`config.mk`:
```
export PLATFORM = sky130hd
export DESIGN_NAME = commit_monitor
export DESIGN_NICKNAME = d
export VERILOG_FILES = /design/src/rtl/commit_mon_pkg.sv /design/src/rtl/commit_mon_shadow_rf.sv /design/src/rtl/commit_monitor.sv
export SDC_FILE = /design/constraint.sdc
export NUM_CORES = 1
export LEC_CHECK = 0
export CAP_MARGIN = 20
export CORE_AREA = 2 2 142 144
export CTS_CLUSTER_DIAMETER = 150
export DETAILED_ROUTE_END_ITERATION = 8
export DIE_AREA = 0 0 144 146
export PLACE_DENSITY = 0.75
export SYNTH_ARGS = -nofsm -noshare
export SYNTH_HDL_FRONTEND = slang
export SYNTH_SLANG_ARGS = --single-unit
```
`constraint.sdc`:
```
create_clock -name clk -period 2.3 [get_ports clk]
set_input_delay 0.46 -clock clk [delete_from_list [all_inputs] [get_ports clk]]
set_output_delay 0.46 -clock clk [all_outputs]
set_load 0.03 [all_outputs]
```
`src/rtl/commit_mon_pkg.sv`:
```
// Shared types and helpers for the commit monitor: FSM states, datapath widths
// and the writeback signature fold.
package commit_mon_pkg;

    localparam int XLEN   = 32;
    localparam int REG_AW = 5;

    typedef enum logic [1:0] {
        RUN     = 2'd0,
        HALTED  = 2'd1,
        TIMEOUT = 2'd2
    } mon_state_t;

    // Rotate-left-by-one, then mix in the written value and its destination index.
    function automatic logic [XLEN-1:0] sig_fold(
        input logic [XLEN-1:0]   sig,
        input logic [XLEN-1:0]   data,
        input logic [REG_AW-1:0] rd
    );
        return {sig[XLEN-2:0], sig[XLEN-1]} ^ data ^ {{(XLEN-REG_AW){1'b0}}, rd};
    endfunction

endpackage

```
`src/rtl/commit_mon_shadow_rf.sv`:
```
// Shadow copy of the architectural register file, rebuilt from committed
// writebacks. One write port, one combinational read port, entry 0 reads 0.
module commit_mon_shadow_rf
    import commit_mon_pkg::*;
(
    input  logic              clk,
    input  logic              reset,
    input  logic              we,
    input  logic [REG_AW-1:0] waddr,
    input  logic [XLEN-1:0]   wdata,
    input  logic [REG_AW-1:0] raddr,
    output logic [XLEN-1:0]   rdata
);

    logic [XLEN-1:0] mem [1 << REG_AW];

    always_ff @(posedge clk) begin
        if (reset) begin
            for (int i = 0; i < (1 << REG_AW); i++) begin
                mem[i] <= '0;
            end
        end else if (we && (waddr != '0)) begin
            mem[waddr] <= wdata;
        end
    end

    assign rdata = (raddr == '0) ? '0 : mem[raddr];

endmodule

```
`src/rtl/commit_monitor.sv`:
```
// Observes writeback/PC traffic, builds a commit signature and detects program end
// (branch-to-self halt or cycle budget). COMMIT_MON_SHADOW_EN adds a shadow register file.
module commit_monitor
    import commit_mon_pkg::*;
#(
    parameter int STALL_LIMIT = 4,
    parameter int MAX_CYCLES  = 100
) (
    input  logic              clk,
    input  logic              reset,
    input  logic [XLEN-1:0]   pc,
    input  logic              wb_en,
    input  logic [REG_AW-1:0] wb_reg,
    input  logic [XLEN-1:0]   wb_data,
    input  logic [REG_AW-1:0] dbg_addr,
    output logic              done,
    output logic              timeout,
    output logic [XLEN-1:0]   cycle_count,
    output logic [XLEN-1:0]   wb_count,
    output logic [XLEN-1:0]   signature,
    output logic [XLEN-1:0]   halt_pc,
    output logic [XLEN-1:0]   dbg_rdata
);

    localparam logic [7:0]      REP_LIMIT  = 8'(STALL_LIMIT);
    localparam logic [XLEN-1:0] CYC_LAST   = XLEN'(MAX_CYCLES - 1);

    mon_state_t      state, state_next;
    logic [XLEN-1:0] prev_pc;
    logic            prev_vld;
    logic [7:0]      rep_cnt, rep_next;
    logic            halt_hit, budget_hit, running, commit;

    // The very first sample after reset has nothing to compare against.
    always_comb begin
        rep_next = '0;
        if (prev_vld && (pc == prev_pc)) begin
            rep_next = (rep_cnt >= REP_LIMIT) ? REP_LIMIT : rep_cnt + 8'd1;
        end
    end

    assign halt_hit   = (rep_next == REP_LIMIT);
    assign budget_hit = (cycle_count == CYC_LAST);
    assign commit     = running && wb_en && (wb_reg != '0);

    always_ff @(posedge clk) begin
        if (reset) begin
            state <= RUN;
        end else begin
            state <= state_next;
        end
    end

    // Halt takes priority over timeout when both land on the same cycle.
    always_comb begin
        state_next = state;
        case (state)
            RUN: begin
                if (halt_hit) begin
                    state_next = HALTED;
                end else if (budget_hit) begin
                    state_next = TIMEOUT;
                end
            end
            default: state_next = state;
        endcase
    end

    always_comb begin
        running = (state == RUN);
        done    = (state == HALTED);
        timeout = (state == TIMEOUT);
    end

    always_ff @(posedge clk) begin
        if (reset) begin
            prev_pc     <= '0;
            prev_vld    <= 1'b0;
            rep_cnt     <= '0;
            cycle_count <= '0;
            wb_count    <= '0;
            signature   <= '0;
            halt_pc     <= '0;
        end else begin
            prev_pc  <= pc;
            prev_vld <= 1'b1;
            rep_cnt  <= rep_next;
            if (running) begin
                cycle_count <= cycle_count + 1'b1;
                if (halt_hit) begin
                    halt_pc <= pc;
                end
            end
            if (commit) begin
                if (wb_count != '1) begin
                    wb_count <= wb_count + 1'b1;
                end
                signature <= sig_fold(signature, wb_data, wb_reg);
            end
        end
    end

`ifdef COMMIT_MON_SHADOW_EN
    commit_mon_shadow_rf u_shadow (
        .clk   (clk),
        .reset (reset),
        .we    (commit),
        .waddr (wb_reg),
        .wdata (wb_data),
        .raddr (dbg_addr),
        .rdata (dbg_rdata)
    );
`else
    logic unused_dbg_addr;
    assign unused_dbg_addr = ^dbg_addr;
    assign dbg_rdata       = '0;
`endif

endmodule

```
==> impl_metrics.ini <==
[yosys]
synth.top_cells.by_area = dfxtp_1 45%, xnor2_1 5.7%, nor2b_1 5.6%
yosysWarningCount = 0
synth.cell_area_um2 = 7660
ys_seq_elements = 171
asyncSetResetFlopFracSynth = 0
ys_types = 55
synthesis.area_per_instance_um2 = 9.52
seq_area_frac_synth = 0.447
synth-edff-count = 0
netlist.top_cell.by_area = dfxtp_1
yosys_most_used_dff = dfxtp_1
netlist_instances = 805
yosys.area.top_type_share = 0.447

[critical_path]
cp.required_ns = 1.84
worst_r2r_path_depth = 5
r2r_setup_slack_ns = 0.15
timing.rr.start = wb_count[8]
timing.critical_path.arrival_ns = 1.78
worst_setup_path_start_kind = flip-flop
worst-path-max-fanout = 6
worst_r2r_endpoint = wb_count[31]
criticalPathCategory = flip-flop to primary output
end_kind = primary output
worst_setup_path_endpoint = timeout
cp-startpoint = state[1]

[routing]
routed_wl_um = 19600
detailed_router_s_first_iteration_violation_count = 251
drt.antenna.violating_nets = 0
drt_pass1_iterations = 4
drc = 0
detail_route.wl_per_cell_um = 14.8
vias_per_cell = 4.88
detailroute.via_count = 6491

[timing]
timing.final.crit_share = 0.972
timing.final.crit_period_ns = 2.24
fin_hold_ws_ns = 0.508
final-hold-violation-count = 0
final_critical_path_setup_slack_ns = 0.0637
timing.clock.skew_ns = 0.0109
drv_slew = 0
final-setup-viol-count = 0
fmax_mhz = 447
worst_pin_slew_ns = 0.682
relSlewSlack = 0.545

[die]
fp.dieArea_um2 = 21000
num_rows = 51
fp.dieH_um = 146
coreArea_um2 = 19300
floorplan.initialDensity = 0.396
floorplan.io_pins = 239
die_x_um = 144

[power]
power.ir.vdd_worst_v = 0.000495
power.density_cell_area_nw_per_um2 = 631
p_leak_uw = 0.00397

[job]
timing.max_cap.violations = 0

[clocking]
tritoncts = built
cts.sink_count = 171
clock_insertion_delay_worst_skew_ns = 0.43
clockBufferDepth = 2
postCtsSetupBuffers = 0
clk_root_buffer_cell = clkbuf_16
cts_made_buffers = 17
cts.htree.levels = 4
clk_transition_reported_paths_ns = 0.07

[final_layout]
finalCoreUtilization = 0.558
leading_cell_type_in_the_layout_fill_and_taps_excluded = clkdlybuf4s50_1
stdcell_count = 1329
layout_common_cells = 199 x clkdlybuf4s50_1, 171 x dfxtp_1, 80 x nor2_1
flow.area_growth_from_synthesis_pct = 40.8
share_of_cells_above_drive_strength_1 = 0.137
antennaDiodeCount = 0
layout.cell_area.non_filler_um2 = 10800
fillers = 1734
nets_finish = 1132

[min_path]
hold_class = flip-flop to flip-flop

[placed_design]
place_congestion = 0.859
number_of_i_o_port_buffers = 201
pre_cts_slack_ns = -0.497
placed_cell_count = 1297
detailedPlacementHpwl_um = 14600
placement.cell_area_um2 = 10200

[global_routing]
grt_max_degree = 61
globalRouteOverflowTotal = 0
grt_first_pass_wirelength_um = 31600
grt_pass1_vias = 6220
groute.usage.overall = 0.187
initial_antenna_violation_count = 0

[status]
outcome = finished, final reports clean
where the power goes:
part	switching (uW)	internal, uW	total (uW)	leakage [uW]
clock	1310	1540	2850	0.000274
combinational	444	379	822	0.00229
sequential	76.2	3060	3130	0.00140
total	1830	4970	6800	0.00397
kinds of logic after synthesis:
logic type / count (synthesis) / share of synthesized area
compound gates: 98 / 0.0849
xor+xnor: 93 / 0.106
fa+ha+maj: 4 / 0.00653
buf+inv: 85 / 0.0640
flops: 171 / 0.447
mux: 43 / 0.0622
other cells: 1 / 0.000489
simple gates: 310 / 0.229
critical path, stage by stage (launching register included):
cell and delay (ns):
dfxtp_1 0.38, buf_4 0.17, nor2b_1 0.13, clkdlybuf4s50_1 0.67
synth_stat cells (2+ instances only):
library cell and n:
a211oi_1 27, a21oi_1 30, and3_1 2, and4_1 9, buf_1 4, buf_2 2
buf_4 35, clkbuf_1 23, clkbuf_8 3, dfxtp_1 171, ha_1 4, inv_1 17
mux2_2 37, mux2i_1 6, nand2_1 31, nand3_1 23, nand4_1 23, nor2_1 80
nor2b_1 68, nor3_1 7, nor4_1 20, nor4b_1 3, o21ai_0 13, o221ai_1 2
o31ai_1 16, or3_1 11, or3_2 2, or4_1 17, or4_4 2, xnor2_1 50
xor2_1 43
routing by layer:
layer,share of wire,GRT usage
met1,0.43,0.229
met4,0.014,0.0500
met5,0,0
met3,0.076,0.0665
met2,0.48,0.313
flip-flops by register name (all words and copies together) (netlist names):
signal       count
wb_count        32
prev_pc         32
state            2
rep_cnt          8
cycle_count     32
halt_pc         32
prev_vld         1
signature       32
stage by stage:
step	setup TNS, ns	power [uW]
after floorplan	0	3700
after global placement	-18.26	4010
after detailed placement	-20.79	4020
after CTS	0	6880
after global routing	-0.0370	7080
final	0	6800
timing repair:
action / in CTS / in global routing
resized for setup: 1 / 4
setup endpoints to repair: 32 / 35
hold buffers: 0 / 0
pin swaps: 0 / 2
how the worst min path moves through the flow:
stage / from / endpoint / slack, ns / cells after the start
after floorplan: rep_cnt[2] / rep_cnt[1] / 0.49 / 3
after global placement: wb_count[17] / wb_count[17] / 0.50 / 2
after detailed placement: wb_count[30] / wb_count[30] / 0.51 / 2
after CTS: wb_count[30] / wb_count[30] / 0.51 / 2
after global routing: signature[20] / signature[20] / 0.55 / 2
final: wb_count[30] / wb_count[30] / 0.51 / 2
layout make-up:
cell class                 instances  area (um2)  share of cell area
multi-input combinational        585        3910               0.362
tap                              265         332              0.0307
inverter                          17        63.8             0.00592
clock inverter                    14         159              0.0147
timing repair buffer             259        2470               0.229
sequential                       171        3420               0.317
clock buffer                      18         429              0.0398
Note: power is estimated with default switching activity, not from simulation.
